$ cat src/rtl/control_pipe_if.sv
// Fetch/hazard-side handshake and per-stage control taps of the WISC-S25 control pipe.
// The fetch side drives instr/instr_valid/stall/flush; the pipe drives the rest.
interface control_pipe_if #(
  parameter int unsigned NSTG  = 3,
  parameter int unsigned CNT_W = 16
);
  localparam int unsigned CW = 18;

  logic [15:0]          instr;
  logic                 instr_valid;
  logic                 stall;
  logic                 flush;
  logic                 ready;
  logic [NSTG*CW-1:0]   ctrl_stg;
  logic [NSTG-1:0]      valid_stg;
  logic                 halt_pending;
  logic                 halted;
  logic [CNT_W-1:0]     retired;

  modport master (
    output instr, instr_valid, stall, flush,
    input  ready, ctrl_stg, valid_stg, halt_pending, halted, retired
  );

  modport slave (
    input  instr, instr_valid, stall, flush,
    output ready, ctrl_stg, valid_stg, halt_pending, halted, retired
  );
endinterface

$ cat src/rtl/control_pipe.sv
// Decodes WISC-S25 instructions into an 18-bit control word and carries it through
// NSTG registered stages with stall bubbles, branch flush, halt drain and a retire counter.
module control_pipe #(
  parameter int unsigned NSTG  = 3,
  parameter int unsigned CNT_W = 16
) (
  input  logic          clk,
  input  logic          rst,
  control_pipe_if.slave bus
);

  localparam int unsigned CW = 18;

  // Field order MSB first so that alu_op lands on bits [3:0].
  typedef struct packed {
    logic       flag_en;
    logic       mem_read;
    logic       mem_write;
    logic       reg_write;
    logic       branch;
    logic       branch_reg;
    logic       halt;
    logic       pcs;
    logic       mem_to_reg;
    logic       alu_src;
    logic       rr2_sel;
    logic       rr1_sel;
    logic [1:0] imm_sel;
    logic [3:0] alu_op;
  } ctrl_t;

  ctrl_t [NSTG-1:0]  ctrl_q, ctrl_d;
  logic  [NSTG-1:0]  valid_q, valid_d;
  logic              halted_q, halted_d;
  logic [CNT_W-1:0]  retired_q, retired_d;

  logic   halt_seen_c;
  logic   halt_pending_c;
  logic   ready_c;
  logic   accept_c;
  ctrl_t  dec_c;
  logic   unused_instr_c;

  function automatic ctrl_t decode(input logic [3:0] op);
    ctrl_t c;
    c            = '0;
    c.alu_op     = op;
    c.mem_write  = (op == 4'b1001);
    c.mem_read   = (op == 4'b1000);
    c.mem_to_reg = (op == 4'b1000);
    c.rr1_sel    = (op[3:1] == 3'b101);
    c.rr2_sel    = (op == 4'b1001);
    if (op[3:1] == 3'b101) begin
      c.imm_sel = 2'b10;
    end else if (op[3:1] == 3'b100) begin
      c.imm_sel = 2'b01;
    end else begin
      c.imm_sel = 2'b00;
    end
    c.alu_src    = (op == 4'b0100) | (op == 4'b0101) | (op == 4'b0110) | (op[3:2] == 2'b10);
    c.pcs        = (op == 4'b1110);
    c.halt       = (op == 4'b1111);
    c.branch     = (op == 4'b1100);
    c.branch_reg = (op == 4'b1101);
    c.reg_write  = ~op[3] | (op == 4'b1000) | (op == 4'b1010) | (op == 4'b1011) | (op == 4'b1110);
    c.flag_en    = (op == 4'b0000) | (op == 4'b0001) | (op == 4'b0010) |
                   (op == 4'b0100) | (op == 4'b0101) | (op == 4'b0110);
    return c;
  endfunction

  // Only the opcode nibble feeds the control word.
  assign unused_instr_c = ^bus.instr[11:0];
  assign dec_c          = decode(bus.instr[15:12]);

  // A valid HLT anywhere in the pipe blocks fetch until it retires or is flushed.
  always_comb begin
    halt_seen_c = 1'b0;
    for (int unsigned k = 0; k < NSTG; k++) begin
      halt_seen_c = halt_seen_c | (valid_q[k] & ctrl_q[k].halt);
    end
  end

  assign halt_pending_c = halt_seen_c & ~halted_q;
  assign ready_c        = ~bus.stall & ~halt_pending_c & ~halted_q;
  assign accept_c       = bus.instr_valid & ready_c & ~bus.flush;

  always_comb begin
    ctrl_d    = ctrl_q;
    valid_d   = valid_q;
    halted_d  = halted_q;
    retired_d = retired_q;

    // Stages 2 and beyond always advance, whatever stall or flush say.
    for (int unsigned k = 2; k < NSTG; k++) begin
      ctrl_d[k]  = ctrl_q[k-1];
      valid_d[k] = valid_q[k-1];
    end

    if (bus.flush) begin
      ctrl_d[0]  = '0;
      valid_d[0] = 1'b0;
      ctrl_d[1]  = '0;
      valid_d[1] = 1'b0;
    end else if (bus.stall) begin
      ctrl_d[1]  = '0;
      valid_d[1] = 1'b0;
    end else begin
      ctrl_d[0]  = accept_c ? dec_c : '0;
      valid_d[0] = accept_c;
      ctrl_d[1]  = ctrl_q[0];
      valid_d[1] = valid_q[0];
    end

    if (valid_q[NSTG-1]) begin
      if (retired_q != '1) begin
        retired_d = retired_q + CNT_W'(1);
      end
      if (ctrl_q[NSTG-1].halt) begin
        halted_d = 1'b1;
      end
    end

    // Once halted the pipe is frozen empty until reset.
    if (halted_q) begin
      ctrl_d    = '0;
      valid_d   = '0;
      retired_d = retired_q;
    end
  end

  always_ff @(posedge clk) begin
    if (rst) begin
      ctrl_q    <= '0;
      valid_q   <= '0;
      halted_q  <= 1'b0;
      retired_q <= '0;
    end else begin
      ctrl_q    <= ctrl_d;
      valid_q   <= valid_d;
      halted_q  <= halted_d;
      retired_q <= retired_d;
    end
  end

  assign bus.ctrl_stg     = ctrl_q;
  assign bus.valid_stg    = valid_q;
  assign bus.halted       = halted_q;
  assign bus.retired      = retired_q;
  assign bus.halt_pending = halt_pending_c;
  assign bus.ready        = ready_c;

endmodule
$ cat src/flat_wrapper.sv
// flat-port wrapper written by rule: the top's interface ports become plain ports
module control_pipe_flat 
#(
  parameter int unsigned NSTG  = 3,
  parameter int unsigned CNT_W = 16
)
  (clk, rst, bus_instr, bus_instr_valid, bus_stall, bus_flush, bus_ready, bus_ctrl_stg, bus_valid_stg, bus_halt_pending, bus_halted, bus_retired);
  control_pipe_if #(.NSTG(NSTG), .CNT_W(CNT_W)) bus_i ();
  input  logic clk;
  input  logic rst;
  input wire logic [$bits(bus_i.instr)-1:0] bus_instr;
  input wire logic [$bits(bus_i.instr_valid)-1:0] bus_instr_valid;
  input wire logic [$bits(bus_i.stall)-1:0] bus_stall;
  input wire logic [$bits(bus_i.flush)-1:0] bus_flush;
  output wire logic [$bits(bus_i.ready)-1:0] bus_ready;
  output wire logic [$bits(bus_i.ctrl_stg)-1:0] bus_ctrl_stg;
  output wire logic [$bits(bus_i.valid_stg)-1:0] bus_valid_stg;
  output wire logic [$bits(bus_i.halt_pending)-1:0] bus_halt_pending;
  output wire logic [$bits(bus_i.halted)-1:0] bus_halted;
  output wire logic [$bits(bus_i.retired)-1:0] bus_retired;
  assign bus_i.instr = bus_instr;
  assign bus_i.instr_valid = bus_instr_valid;
  assign bus_i.stall = bus_stall;
  assign bus_i.flush = bus_flush;
  assign bus_ready = bus_i.ready;
  assign bus_ctrl_stg = bus_i.ctrl_stg;
  assign bus_valid_stg = bus_i.valid_stg;
  assign bus_halt_pending = bus_i.halt_pending;
  assign bus_halted = bus_i.halted;
  assign bus_retired = bus_i.retired;
  control_pipe #(.NSTG(NSTG), .CNT_W(CNT_W)) u_core (.clk(clk), .rst(rst), .bus(bus_i));
endmodule
$ cat config.mk
export PLATFORM = sky130hd
export DESIGN_NAME = control_pipe_flat
export DESIGN_NICKNAME = d
export VERILOG_FILES = /design/src/rtl/control_pipe_if.sv /design/src/rtl/control_pipe.sv /design/src/flat_wrapper.sv
export SDC_FILE = /design/constraint.sdc
export NUM_CORES = 1
export LEC_CHECK = 0
export CAP_MARGIN = 20
export CORE_MARGIN = 2
export CORE_UTILIZATION = 38
export CTS_BUF_LIST = sky130_fd_sc_hd__clkbuf_16
export DETAILED_ROUTE_END_ITERATION = 7
export HOLD_SLACK_MARGIN = 0.08
export PLACE_DENSITY = 0.74
export SLEW_MARGIN = 20
export SYNTH_ARGS = -nofsm -noshare
export SYNTH_HDL_FRONTEND = slang
export SYNTH_SLANG_ARGS = --single-unit
$ cat constraint.sdc
create_clock -name clk -period 1.7 [get_ports clk]
set_input_delay 0.34 -clock clk [delete_from_list [all_inputs] [get_ports clk]]
set_output_delay 0.34 -clock clk [all_outputs]
set_load 0.005 [all_outputs]
==> reports/results.ini <==
[worst_setup_path]
cp_slowest_cell = a222oi_1
path_cells = a222oi_1 -> nor3b_2 -> buf_2
crit_fanout = 2
crit_path_start_kind = register
path_delay_family = compound AO/OA/AOI/OAI gates
cp-end-kind = output port
r2r-end = u_core.bus.retired[14]
worstPathArrival_ns = 1.37
critPathKind = register to output port
ff2ff_setup_slack_ns = 0.04
worstPathRequired_ns = 1.36
reg2reg_from = u_core.bus.retired[1]
cpPeakStageDelay_ns = 0.35
cp.buffers_inverters = 1
r2r_cells = 5

[logic_synthesis]
syn_area_per_cell_um2 = 9.99
ys_ff_latch = 65
synthesis.nets = 259
ys_warn_count = 0
yosysUniqueCellTypes = 42
netlist_area_um2 = 2370
synth_edf_count = 0
ys_async_sr_fraction = 0
synthFlopType = dfxtp_1
synthCells = 237
seq_area_frac_synth = 0.550

[clock_network]
cts.clk_slew.worst_paths_ns = 0.06
root_buffer = clkbuf_16
tritoncts = built
cts_max_path_buffers = 2
clk_latency_ns = 0.33
postCtsHoldBufs = 0
cts_buffers = 9
clock-sinks = 65
htree_levels = 3

[drt]
ant_nets = 0
wl_met3_um = 306
post_drt_wl_per_cell_um = 14.9
drtIter0Drc = 83
first_pass_iters = 5
vias = 2194
vias_per_cell = 5.11
wirelength_um = 6380
wl_met1_um = 2880
wl_met2_um = 3070
drcViolationCount = 0
highest_layer = met4

[run]
cap_violations = 0

[pwr]
pwr-share-comb = 0.033
power_density_nw_per_um2 = 900
switchingPower_uw = 730
clkPwrFrac = 0.523
pwr-share-seq = 0.444
power.total_mw = 3.44
leakage_nw = 1.47
vdd_drop_max_mv = 0.741
netSwitchingFraction = 0.212
internal_power_mw = 2.71

[layout]
layout_common_cells = clkdlybuf4s50_1 (81), dfxtp_1 (56), buf_4 (36)
nets = 371
drive_gt1_frac = 0.206
fin_area_um2 = 3820
mostFrequentLayoutCell = clkdlybuf4s50_1
num-fill-cells = 507
area_growth_pct = 61.5
diodes = 0
fin_cells = 429

[global_route]
grt_util_all_layers = 0.185
grt_pass1_vias = 2068
grt_pass1_wl_um = 10200
grt_overflow_total = 0
antenna_found_initial = 0
grt_max_degree = 17

[sta]
fin_crit_sh = 1.01
slew_headroom = 0.621
setup_tns_ns = -0.0142
finalSetupViolations = 1
layout_setup_ws_ns = -0.0142
holdWs_ns = 0.451
min_period_ns = 1.71
tightest_slew_ns = 0.568
fmax_mhz = 583
hold_violations = 0
fin_skew_ns = 0.00687
slew_violations = 0
rsz0062_at_grt = yes

[floorplan]
initial_core_util = 0.397
dieArea_um2 = 6880
die_w_um = 82.9
io_pins = 97
die-height_um = 82.9
fp-row-count = 28
coreArea_um2 = 5960

[placed_design]
port_buffers = 84
place.gp.congestion = 0.806
dp.cells = 411
dpl.hpwl_um = 4550
placed_area_um2 = 3480

[min_path]
whs_path_depth = 1
hold_end = u_core.bus.ctrl_stg[40]
hp-class = register to register
hp-start = u_core.bus.ctrl_stg[22]

[run_status]
status = finished, violations left
violations = negative setup slack

## cells in the mapped netlist, drive strengths merged, types with 2 or more instances
cell | instances | area share
or4 | 2 | 0.0063
o41ai | 4 | 0.015
and2 | 34 | 0.090
and3 | 6 | 0.016
buf | 10 | 0.030
nand3 | 7 | 0.015
nor4 | 2 | 0.0053
a32o | 5 | 0.021
a21oi | 12 | 0.025
nor3 | 7 | 0.015
nor2b | 3 | 0.0079
o31ai | 5 | 0.016
nor2 | 11 | 0.017
inv | 3 | 0.0048
a22o | 5 | 0.018
nand2 | 14 | 0.022
nand4 | 6 | 0.018
o21ai | 3 | 0.0063
or3 | 4 | 0.011
dfxtp | 65 | 0.55
clkbuf | 9 | 0.015
o311ai | 3 | 0.011
## kinds of logic after synthesis
group           count (synthesis)  synth area share
buf+inv                        22            0.0497
fa+ha+maj                       2           0.00951
compound gates                 45             0.141
mux                             2           0.00899
flops                          65             0.550
simple gates                  101             0.241
## final cells by class
class                   count  area (um^2)  area share
well taps                  75         93.8      0.0245
multi-input cells         150         1000       0.262
repair buffers            120         1100       0.289
inverters                   3         11.3     0.00295
clock buffers               9          225      0.0589
flip-flops and latches     65         1320       0.345
clock inverters             7         70.1      0.0183
## power by group through the flow
stage | combinational [mW] | clock [mW] | sequential (mW)
2_1_floorplan | 0.0391 | 0 | 1.56
3_3_place_gp | 0.109 | 0 | 1.56
3_5_place_dp | 0.109 | 0 | 1.56
4_1_cts | 0.112 | 1.82 | 1.53
5_1_grt | 0.123 | 1.88 | 1.53
6_report | 0.113 | 1.80 | 1.53
## through the flow
| step | setup WS, ns | util |
|---|---|---|
| after floorplan | 0.000725 | - |
| after global placement | -0.269 | 0.584 |
| after detailed placement | -0.244 | 0.584 |
| after CTS | -0.0428 | 0.637 |
| after global routing | -0.152 | 0.642 |
| final | -0.0142 | 0.642 |
## registers in the layout, summed over array words and instances, names as in the netlist
name / count
u_core.bus.ctrl_stg: 45
u_core.bus.retired: 16
u_core.bus.valid_stg: 3
u_core.bus.halted: 1
## metal layers
| layer | vias up | GRT usage |
|---|---|---|
| met3 | 10 | 0.0398 |
| met1 | 1035 | 0.233 |
| met4 | 0 | 0.0879 |
| met2 | 72 | 0.303 |
| li1 | 1077 | - |
| met5 | - | 0 |
## timing repair
item,in CTS,in global routing
setup buffers,2,0
resized for setup,14,11
pin swaps,1,1
cloned,0,0
hold endpoints to repair,0,0
setup endpoints to repair,4,23
## how the worst max path moves through the flow
stage                             from                endpoint  slack (ns)  cells past startpoint
2_1_floorplan        u_core.bus.halted  u_core.bus.retired[14]      0.0007                      6
3_3_place_gp                 bus_stall               bus_ready       -0.27                      3
3_5_place_dp                 bus_stall               bus_ready       -0.24                      3
4_1_cts        u_core.bus.ctrl_stg[11]               bus_ready       -0.04                      3
5_1_grt        u_core.bus.ctrl_stg[11]               bus_ready       -0.15                      3
6_report       u_core.bus.ctrl_stg[11]               bus_ready       -0.01                      3
(Power assumes the default switching activity.)
